**src/rtl/envelope_vca.sv**
```systemverilog
// ---------------------------------------------------------------------------
// envelope_vca
//   ADSR envelope generator followed by a registered 8x8 VCA multiply.
//   The envelope advances on a prescaled tick, and each phase has its own step
//   rate. audio_out is (mixed_in * env_level) >> 8, registered once.
//
//   Optional build macro: ENV_EXP_DECAY_EN
//     defined   : DECAY/RELEASE decrement is (level>>4)+1 (exponential-like)
//     undefined : DECAY/RELEASE decrement is 1 (linear)
//
// Ports
//   clk          in   1  system clock
//   rst          in   1  synchronous reset, active-high
//   mixed_in     in   8  unsigned mixer sample
//   gate         in   1  note gate (level-sensitive)
//   attack_rate  in   8  env ticks per attack step, minus 1
//   decay_rate   in   8  env ticks per decay step, minus 1
//   sustain_lvl  in   8  sustain level
//   release_rate in   8  env ticks per release step, minus 1
//   audio_out    out  8  enveloped sample
//   env_level    out  8  current envelope level
//   env_state    out  3  0=IDLE 1=ATTACK 2=DECAY 3=SUSTAIN 4=RELEASE
//   env_active   out  1  env_state != IDLE
// ---------------------------------------------------------------------------
module envelope_vca #(
   parameter int PRESCALE = 256,
   parameter int PRE_W    = 8
) (
   input  logic       clk,
   input  logic       rst,
   input  logic [7:0] mixed_in,
   input  logic       gate,
   input  logic [7:0] attack_rate,
   input  logic [7:0] decay_rate,
   input  logic [7:0] sustain_lvl,
   input  logic [7:0] release_rate,
   output logic [7:0] audio_out,
   output logic [7:0] env_level,
   output logic [2:0] env_state,
   output logic       env_active
);

   localparam logic [2:0] ST_IDLE    = 3'd0;
   localparam logic [2:0] ST_ATTACK  = 3'd1;
   localparam logic [2:0] ST_DECAY   = 3'd2;
   localparam logic [2:0] ST_SUSTAIN = 3'd3;
   localparam logic [2:0] ST_RELEASE = 3'd4;

   localparam logic [PRE_W-1:0] PRE_LAST = PRE_W'(PRESCALE - 1);

   logic [PRE_W-1:0] pre_q, pre_d;
   logic [7:0]       rate_q, rate_d;
   logic [2:0]       state_q, state_d;
   logic [7:0]       level_q, level_d;
   logic [7:0]       audio_q, audio_d;
   logic             gate_q;

   logic             env_tick;
   logic             step;
   logic             rise, fall;
   logic [7:0]       cur_rate;
   logic [7:0]       dec;
   logic [15:0]      product;

   // Prescaler: free-running, one-cycle tick on its last count.
   assign env_tick = (pre_q == PRE_LAST);
   assign pre_d    = env_tick ? '0 : pre_q + 1'b1;

   assign rise = gate & ~gate_q;
   assign fall = ~gate & gate_q;

   always_comb begin
      cur_rate = 8'd0;
      case (state_q)
         ST_ATTACK:  cur_rate = attack_rate;
         ST_DECAY:   cur_rate = decay_rate;
         ST_RELEASE: cur_rate = release_rate;
         default:    cur_rate = 8'd0;
      endcase
   end

   assign step = env_tick && (rate_q == cur_rate);

`ifdef ENV_EXP_DECAY_EN
   // Larger steps at high levels give an exponential-looking fall.
   assign dec = {4'd0, level_q[7:4]} + 8'd1;
`else
   assign dec = 8'd1;
`endif

   always_comb begin
      state_d = state_q;
      level_d = level_q;

      if (rise) begin
         // Legato retrigger: level is kept, attack resumes from here.
         state_d = ST_ATTACK;
      end else if (fall && (state_q == ST_ATTACK || state_q == ST_DECAY ||
                            state_q == ST_SUSTAIN)) begin
         state_d = ST_RELEASE;
      end else begin
         case (state_q)
            ST_ATTACK: begin
               if (step) begin
                  level_d = (level_q == 8'hFF) ? 8'hFF : level_q + 8'd1;
                  if (level_d == 8'hFF) state_d = ST_DECAY;
               end
            end
            ST_DECAY: begin
               if (step) begin
                  // level <= dec covers underflow; sustain 255 always lands here first step.
                  if ((level_q <= dec) || ((level_q - dec) <= sustain_lvl)) begin
                     level_d = sustain_lvl;
                     state_d = ST_SUSTAIN;
                  end else begin
                     level_d = level_q - dec;
                  end
               end
            end
            ST_SUSTAIN: begin
               // Tracks the register every cycle so live edits apply at once.
               level_d = sustain_lvl;
            end
            ST_RELEASE: begin
               if (step) begin
                  if (level_q <= dec) begin
                     level_d = 8'd0;
                     state_d = ST_IDLE;
                  end else begin
                     level_d = level_q - dec;
                  end
               end
            end
            default: begin
               level_d = 8'd0;
            end
         endcase
      end
   end

   // Rate counter: advances on ticks, clears on a step and on any state change.
   always_comb begin
      rate_d = rate_q;
      if (env_tick) rate_d = step ? 8'd0 : rate_q + 8'd1;
      if (state_d != state_q) rate_d = 8'd0;
   end

   assign product = 16'(mixed_in) * 16'(level_q);
   assign audio_d = product[15:8];

   always_ff @(posedge clk) begin
      if (rst) begin
         pre_q   <= '0;
         rate_q  <= 8'd0;
         state_q <= ST_IDLE;
         level_q <= 8'd0;
         audio_q <= 8'd0;
         gate_q  <= 1'b0;
      end else begin
         pre_q   <= pre_d;
         rate_q  <= rate_d;
         state_q <= state_d;
         level_q <= level_d;
         audio_q <= audio_d;
         gate_q  <= gate;
      end
   end

   assign audio_out  = audio_q;
   assign env_level  = level_q;
   assign env_state  = state_q;
   assign env_active = (state_q != ST_IDLE);

endmodule

```
**config.mk**
```make
export PLATFORM = sky130hd
export DESIGN_NAME = envelope_vca
export DESIGN_NICKNAME = d
export VERILOG_FILES = /design/src/rtl/envelope_vca.sv
export SDC_FILE = /design/constraint.sdc
export NUM_CORES = 1
export LEC_CHECK = 0
export ABC_AREA = 1
export CORE_MARGIN = 1.5
export CORE_UTILIZATION = 50
export CTS_CLUSTER_DIAMETER = 40
export DETAILED_ROUTE_END_ITERATION = 10
export MAX_ROUTING_LAYER = met4
export PLACE_DENSITY = 0.73
export SETUP_SLACK_MARGIN = 0.2
export SLEW_MARGIN = 25
export SYNTH_ARGS = -nofsm -noshare
export SYNTH_HDL_FRONTEND = slang
export SYNTH_SLANG_ARGS = --single-unit
```
**constraint.sdc**
```tcl
create_clock -name clk -period 6.42 [get_ports clk]
set_input_delay 1.926 -clock clk [delete_from_list [all_inputs] [get_ports clk]]
set_output_delay 1.926 -clock clk [all_outputs]
set_load 0.03 [all_outputs]
```
Yosys cells after proc, flatten, opt, wreduce, memory -nomap -nowiden
Index checks and enable logic that the tools add are counted.

word-level totals
  input port bits = 43
  output and inout bits = 20
  register bits = 36

operators by class
  reduce and logical (&&, ||, !) cells = 9
  $mul = 1
  multiplexer cells = 18
  eq/ne operators = 12
  add/subtract/negate cells = 4
  bitwise gates (word level) = 6
  $lt $le $gt $ge = 2

operators with widths
  kind                                                            number
  two-way mux 8 bit                                               7
  one-hot mux 8 bit (4 select lines)                              1
  adder 8 x 1 -> 8 bit, second input constant                     3
  == test 8 bit, second input constant                            3
  two-way mux 3 bit                                               8
  one-hot mux 8 bit (3 select lines)                              1
  multiplier 8 x 8 -> 16 bit                                      1
  one-hot mux 3 bit (3 select lines)                              1
  == test 8 bit                                                   1
  less-or-equal comparator 8 x 1 -> 1 bit, second input constant  1
  less-or-equal comparator 8 bit                                  1
  subtractor 8 x 1 -> 8 bit, second input constant                1
  == test 3 x 2 -> 1 bit, second input constant                   2
  inequality test 2 bit, second input constant                    3
  AND reduction 5 bit                                             1
  inverter 1 bit                                                  4
  OR reduction 2 bit                                              2
  == test 3 x 1 -> 1 bit, second input constant                   1
  == test 3 bit, second input constant                            1
  logical OR 1 bit                                                3
  inequality test 3 bit                                           1
  nonzero test 3 bit                                              1
  AND 1 bit                                                       2
  logical AND 1 bit                                               2

Logic depth before layout (Yosys ltp)
Gate-level depths: netlist (run 1).

  depth after elaboration = 10
  depth in mapped cells = 25
  depth with buffers taken out = 23

Worst setup path before layout (run 1)
OpenSTA, ideal clock, no wires.

  path kind = input to register
  from = input port mixed_in[2]
  to = register audio_q[7], in the netlist audio_out[7]
  data required time = 6.307 ns
  slack = 0.668 ns
  cell stages on the path = 20
  buffers on the path = 1
  library setup time = 0.113 ns
  data arrival time = 5.639 ns
  path through = clkbuf_1 > nand2_1 > fa_1 > inv_1 > fa_1 > fa_1 > fa_1 > ha_1 > nand2_1 > nor2_1 > a211oi_1 > o21ai_0 > nand2_1 > nand2_1 > nand2_1 > nand2_1 > a21oi_1 > nand2_1 > nand2_1 > nor2_1

between the ends
  cells in the longest elaborated chain, start to end = 1

ends and longest elaborated chain
  element                     RTL line  source
  from (decl)                 31        input logic [7:0] mixed_in,
  multiplier 8 x 8 -> 16 bit  148       assign product = 16'(mixed_in) * 16'(level_q);
  to (signal assigned)        164       audio_q <= audio_d;
  to (decl)                   55        logic [7:0] audio_q, audio_d;

Every way passes these cells.
A chain may end at the register's enable or synchronous reset.

Worst setup path in the final report (run 1)
  from = input port mixed_in[1]
  to = register audio_q[7], in the netlist audio_out[7]

The elaborated chain is that of the path after synthesis.

==> metrics.txt, run 1 <==
# TYPE chip_impl_metric gauge
chip_impl_info{name="outcome",value="complete, no violations"} 1
chip_impl_metric{name="pwr_density_cell",unit="mW/mm^2"} 166
chip_impl_metric{name="cpPeakStageDelay",unit="ns"} 0.61
chip_impl_info{name="cp_most_frequent_cell",value="nand2_1"} 1
chip_impl_metric{name="remaining_drc_errors",unit=""} 0
chip_impl_metric{name="finalWirelength",unit="um"} 11000
chip_impl_metric{name="die_h",unit="um"} 99.3
chip_impl_metric{name="grt_use_met3",unit="%"} 2.60
chip_impl_metric{name="post-layout-total-power",unit="uW"} 906
chip_impl_info{name="r2r-start",value="env_level[7]$_SDFFE_PP0P_"} 1
chip_impl_metric{name="drt.antenna.violating_nets",unit=""} 0
chip_impl_metric{name="drv.max_cap_violation_count",unit=""} 0
chip_impl_info{name="slowest_stage",value="fa_1"} 1
chip_impl_metric{name="dr.pass1.iters",unit=""} 5
chip_impl_metric{name="grt_overflow_total",unit=""} 0
chip_impl_metric{name="die_area",unit="sq mm"} 0.00985
chip_impl_metric{name="cts_hold_repair.buffers",unit=""} 0
chip_impl_metric{name="io_pins",unit=""} 63
chip_impl_metric{name="mappedNetlistNets",unit=""} 823
chip_impl_metric{name="timing.final.crit_share",unit="%"} 94.1
chip_impl_metric{name="yosys_warnings",unit=""} 0
chip_impl_info{name="path_cells",value="clkdlybuf4s50_1, nand2_1, fa_1, inv_1, fa_1, fa_1, fa_1, ha_4, nand2_1, nor2_1, a211oi_1, o21ai_1, nand2_1, nand2_1, nand2_2, nand2_2, a21oi_2, nand2_1, nand2_1, nor2_1"} 1
chip_impl_info{name="yosys.area.top_type",value="dfxtp_1"} 1
chip_impl_metric{name="yosys.area.top_type_share",unit="%"} 15.6
chip_impl_metric{name="num_rows",unit=""} 34
chip_impl_metric{name="slew_headroom",unit="%"} 50.7
chip_impl_metric{name="fraction_of_met1_tracks_used_by_global_routing",unit="%"} 33.0
chip_impl_metric{name="ys_seq_area_share",unit="%"} 15.6
chip_impl_info{name="holdCritPathClass",value="flip-flop to flip-flop"} 1
chip_impl_info{name="timing.setup.critical_path_class",value="input pin to flip-flop"} 1
chip_impl_metric{name="grt_antenna_before_repair",unit=""} 0
chip_impl_metric{name="timing_worst_slew_pin_value",unit="ns"} 0.738
chip_impl_metric{name="timing.critical_path.required",unit="ns"} 6.60
chip_impl_metric{name="finalSetupViolations",unit=""} 0
chip_impl_metric{name="detailed_place_hpwl",unit="um"} 8790
chip_impl_info{name="cts-root-buf",value="clkbuf_8"} 1
chip_impl_info{name="tritoncts_clock_tree",value="yes"} 1
chip_impl_metric{name="yosys_register_bits",unit=""} 36
chip_impl_metric{name="buffer_ports.inserted",unit=""} 62
chip_impl_metric{name="antenna-diode-count",unit=""} 0
chip_impl_metric{name="tritoncts_num_sinks",unit=""} 36
chip_impl_info{name="most_area_consuming_cells_after_synthesis",value="dfxtp_1 (16%), fa_1 (15%), nand2_1 (14%), ha_1 (12%), inv_1 (12%)"} 1
chip_impl_metric{name="cts_made_buffers",unit=""} 5
chip_impl_metric{name="clock_insertion_delay_worst_skew",unit="ns"} 0.28
chip_impl_metric{name="die_width",unit="um"} 99.3
chip_impl_metric{name="max_slew_violation_total_from_the_final_report",unit=""} 0
chip_impl_info{name="critPathLaunchType",value="input pin"} 1
chip_impl_metric{name="hold_viol_final",unit=""} 0
chip_impl_metric{name="ir_worst_vdd",unit="V"} 0.000127
chip_impl_info{name="end_kind",value="flip-flop"} 1
chip_impl_metric{name="final_worst_path_period_need",unit="ns"} 6.04
chip_impl_info{name="cp-startpoint",value="mixed_in[1]"} 1
chip_impl_info{name="grt-busiest-layer",value="met2"} 1
chip_impl_metric{name="timing.clock.skew",unit="ns"} 0.00804
chip_impl_metric{name="critPathArrivalTime",unit="ns"} 6.22
chip_impl_metric{name="synth.lib_cells_used.distinct",unit=""} 39
chip_impl_metric{name="grt.total_usage",unit="%"} 24.0
chip_impl_metric{name="viasPerCell",unit=""} 5.19
chip_impl_metric{name="crit_fanout",unit=""} 5
chip_impl_metric{name="power.leakage",unit="nW"} 2.90
chip_impl_metric{name="grt_first_pass_wirelength",unit="um"} 19100
chip_impl_metric{name="num-nets-final",unit=""} 876
chip_impl_info{name="rsz0062_at_grt",value="false"} 1
chip_impl_metric{name="initial_core_util",unit="%"} 52.3
chip_impl_metric{name="pin_count_of_the_biggest_net_entering_global_routing",unit=""} 19
chip_impl_metric{name="place.gp.congestion",unit=""} 0.921
chip_impl_metric{name="max_freq",unit="MHz"} 166
chip_impl_metric{name="layout-drive-gt1-share",unit="%"} 5.72
chip_impl_metric{name="average_cell_area_after_synthesis",unit="sq um"} 6.63
chip_impl_metric{name="first_iter_violations",unit=""} 171
chip_impl_metric{name="maximum_clock_insertion_buffer_count",unit=""} 2
chip_impl_metric{name="post_drt_wl_per_cell",unit="um"} 12.8
chip_impl_info{name="hold_path.startpoint",value="pre_q[0]$_SDFF_PP0_"} 1
chip_impl_metric{name="post_synth_instance_area",unit="sq mm"} 0.00463
chip_impl_metric{name="grt_util_met2",unit="%"} 39.4
chip_impl_metric{name="core_region_area",unit="sq mm"} 0.00885
chip_impl_metric{name="dr_total_vias",unit=""} 4466
chip_impl_metric{name="cts_setup_buffers",unit=""} 0
chip_impl_metric{name="syn_to_final_growth",unit="%"} 17.7
chip_impl_metric{name="htreeDepth",unit=""} 2
chip_impl_metric{name="finalHoldWorstSlack",unit="ns"} 0.453
chip_impl_metric{name="totalNegativeSetupSlack",unit="ns"} 0
chip_impl_metric{name="syn_inst",unit=""} 699
chip_impl_metric{name="first_global_vias",unit=""} 4269
chip_impl_metric{name="clkSlewWorstSetupHoldPaths",unit="ns"} 0.07
[worst paths after layout]
check                       endpoint  slack (ns)  cells past startpoint
max          audio_out[7]$_SDFF_PP0_        0.38                     20
min              pre_q[0]$_SDFF_PP0_        0.45                      1
max reg2reg  audio_out[7]$_SDFF_PP0_        1.79                     19
min reg2reg      pre_q[0]$_SDFF_PP0_        0.45                      1
[worst max-delay path, delay by kind of cell]
family,cells,cell delay [ns]
adder cells (fa/ha/maj),5,2.44
AND/OR/NAND/NOR,10,0.79
buffers and inverters,2,0.61
AO/OA/AOI/OAI,3,0.46
[metal layers]
metal / share of wire (%) / vias up / routed length [um]
li1: - / 2279 / -
met5: 0 / - / 0
met3: 5.5 / 6 / 601
met1: 46 / 2056 / 5070
met2: 48 / 125 / 5260
met4: 0.69 / 0 / 76
[synth_stat cells]
| master | number |
|---|---|
| nand2_2 | 6 |
| dfxtp_1 | 36 |
| nand4_1 | 23 |
| xor2_1 | 6 |
| a22oi_1 | 1 |
| ha_1 | 46 |
| nand2_4 | 1 |
| xnor2_1 | 4 |
| buf_2 | 5 |
| a21oi_2 | 3 |
| clkbuf_1 | 13 |
| nor2_4 | 4 |
| nor2_2 | 1 |
| clkinv_4 | 1 |
| nor3b_1 | 3 |
| a31oi_1 | 8 |
| nor2_1 | 55 |
| o21ai_1 | 5 |
| nand3_2 | 1 |
| inv_4 | 1 |
| a21o_1 | 2 |
| o211ai_1 | 3 |
| nand2_1 | 178 |
| buf_4 | 3 |
| nand3b_1 | 2 |
| nor2_8 | 1 |
| fa_1 | 35 |
| o21a_1 | 1 |
| nand3_1 | 36 |
| inv_2 | 2 |
| inv_1 | 145 |
| o21ai_0 | 25 |
| a21oi_1 | 23 |
| a211oi_1 | 3 |
| o21bai_1 | 3 |
| or2_2 | 1 |
| buf_8 | 1 |
| clkinv_1 | 2 |
| nor3_1 | 10 |
[where the power goes]
| part | switching, mW | internal (mW) |
|---|---|---|
| clock | 0.0763 | 0.0955 |
| combinational | 0.273 | 0.190 |
| sequential | 0.0305 | 0.240 |
| total | 0.379 | 0.526 |
[flip-flops by register name (all words and copies together) (netlist names)]
register and flops:
audio_out 8, env_level 8, pre_q 8, env_state 3, rate_q 8, gate_q 1
[cells in the final DEF (no fill, tap or decap), types with 2 or more instances in the layout]
master / instances
dlygate4sd2_1: 2
clkdlybuf4s50_1: 59
fa_1: 34
buf_4: 6
a31oi_1: 8
xnor2_1: 4
o21ai_1: 6
a21oi_2: 6
nand3_1: 36
nand2_2: 8
nor3b_1: 3
nand3b_1: 2
nand4_1: 23
clkbuf_8: 7
inv_1: 145
o21ai_0: 24
nand2_1: 176
xor2_1: 6
ha_1: 45
nor2_4: 4
nor3_1: 9
a21oi_1: 20
a21o_1: 2
nor2_1: 55
o211ai_1: 3
clkinv_1: 2
a211oi_1: 3
inv_2: 2
o21bai_1: 3
dfxtp_1: 36
[metrics by stage]
stage / utilization (%) / cell area, sq um / cells / worst slack, ns
after CTS: 61.2 / 5420 / 860 / 0.225
after floorplan: - / 4630 / 699 / 0.668
after global placement: 60.1 / 5320 / 853 / 0.0643
after global routing: 61.6 / 5450 / 860 / 0.191
final: 61.6 / 5450 / 860 / 0.380
after detailed placement: 60.1 / 5320 / 853 / -0.114
[logic make-up (layout without fill, tap and decap cells)]
| group | Yosys count | in the layout | share of synthesized area (%) |
|---|---|---|---|
| buffers and inverters | 173 | 226 | 14.8 |
| and+or+nand+nor | 322 | 322 | 30.7 |
| xor gates and xnor gates | 10 | 10 | 1.89 |
| AOI/OAI and AO/OA | 77 | 77 | 9.48 |
| DFF | 36 | 36 | 15.6 |
| adders and majority gates | 81 | 81 | 27.6 |
[final cells by class]
type	instances	area, sq um
Sequential cell	36	721
Multi-Input combinational cell	490	3260
Fill cell	858	3390
Tap cell	108	135
Timing Repair Buffer	68	666
Clock buffer	7	96.3
Inverter	151	574
[what timing repair did]
item	CTS	global route
endpoints found under the setup margin	2	4
pin swaps	0	1
gates resized for setup	2	10
No activity file was read; power rests on OpenSTA's default activity.
==> run 2: changes to the inputs <==
SLEW_MARGIN = unset   (was 25)
==> results of run 2 <==
No change in the layout: final DEF, timing and power equal those of run 1.
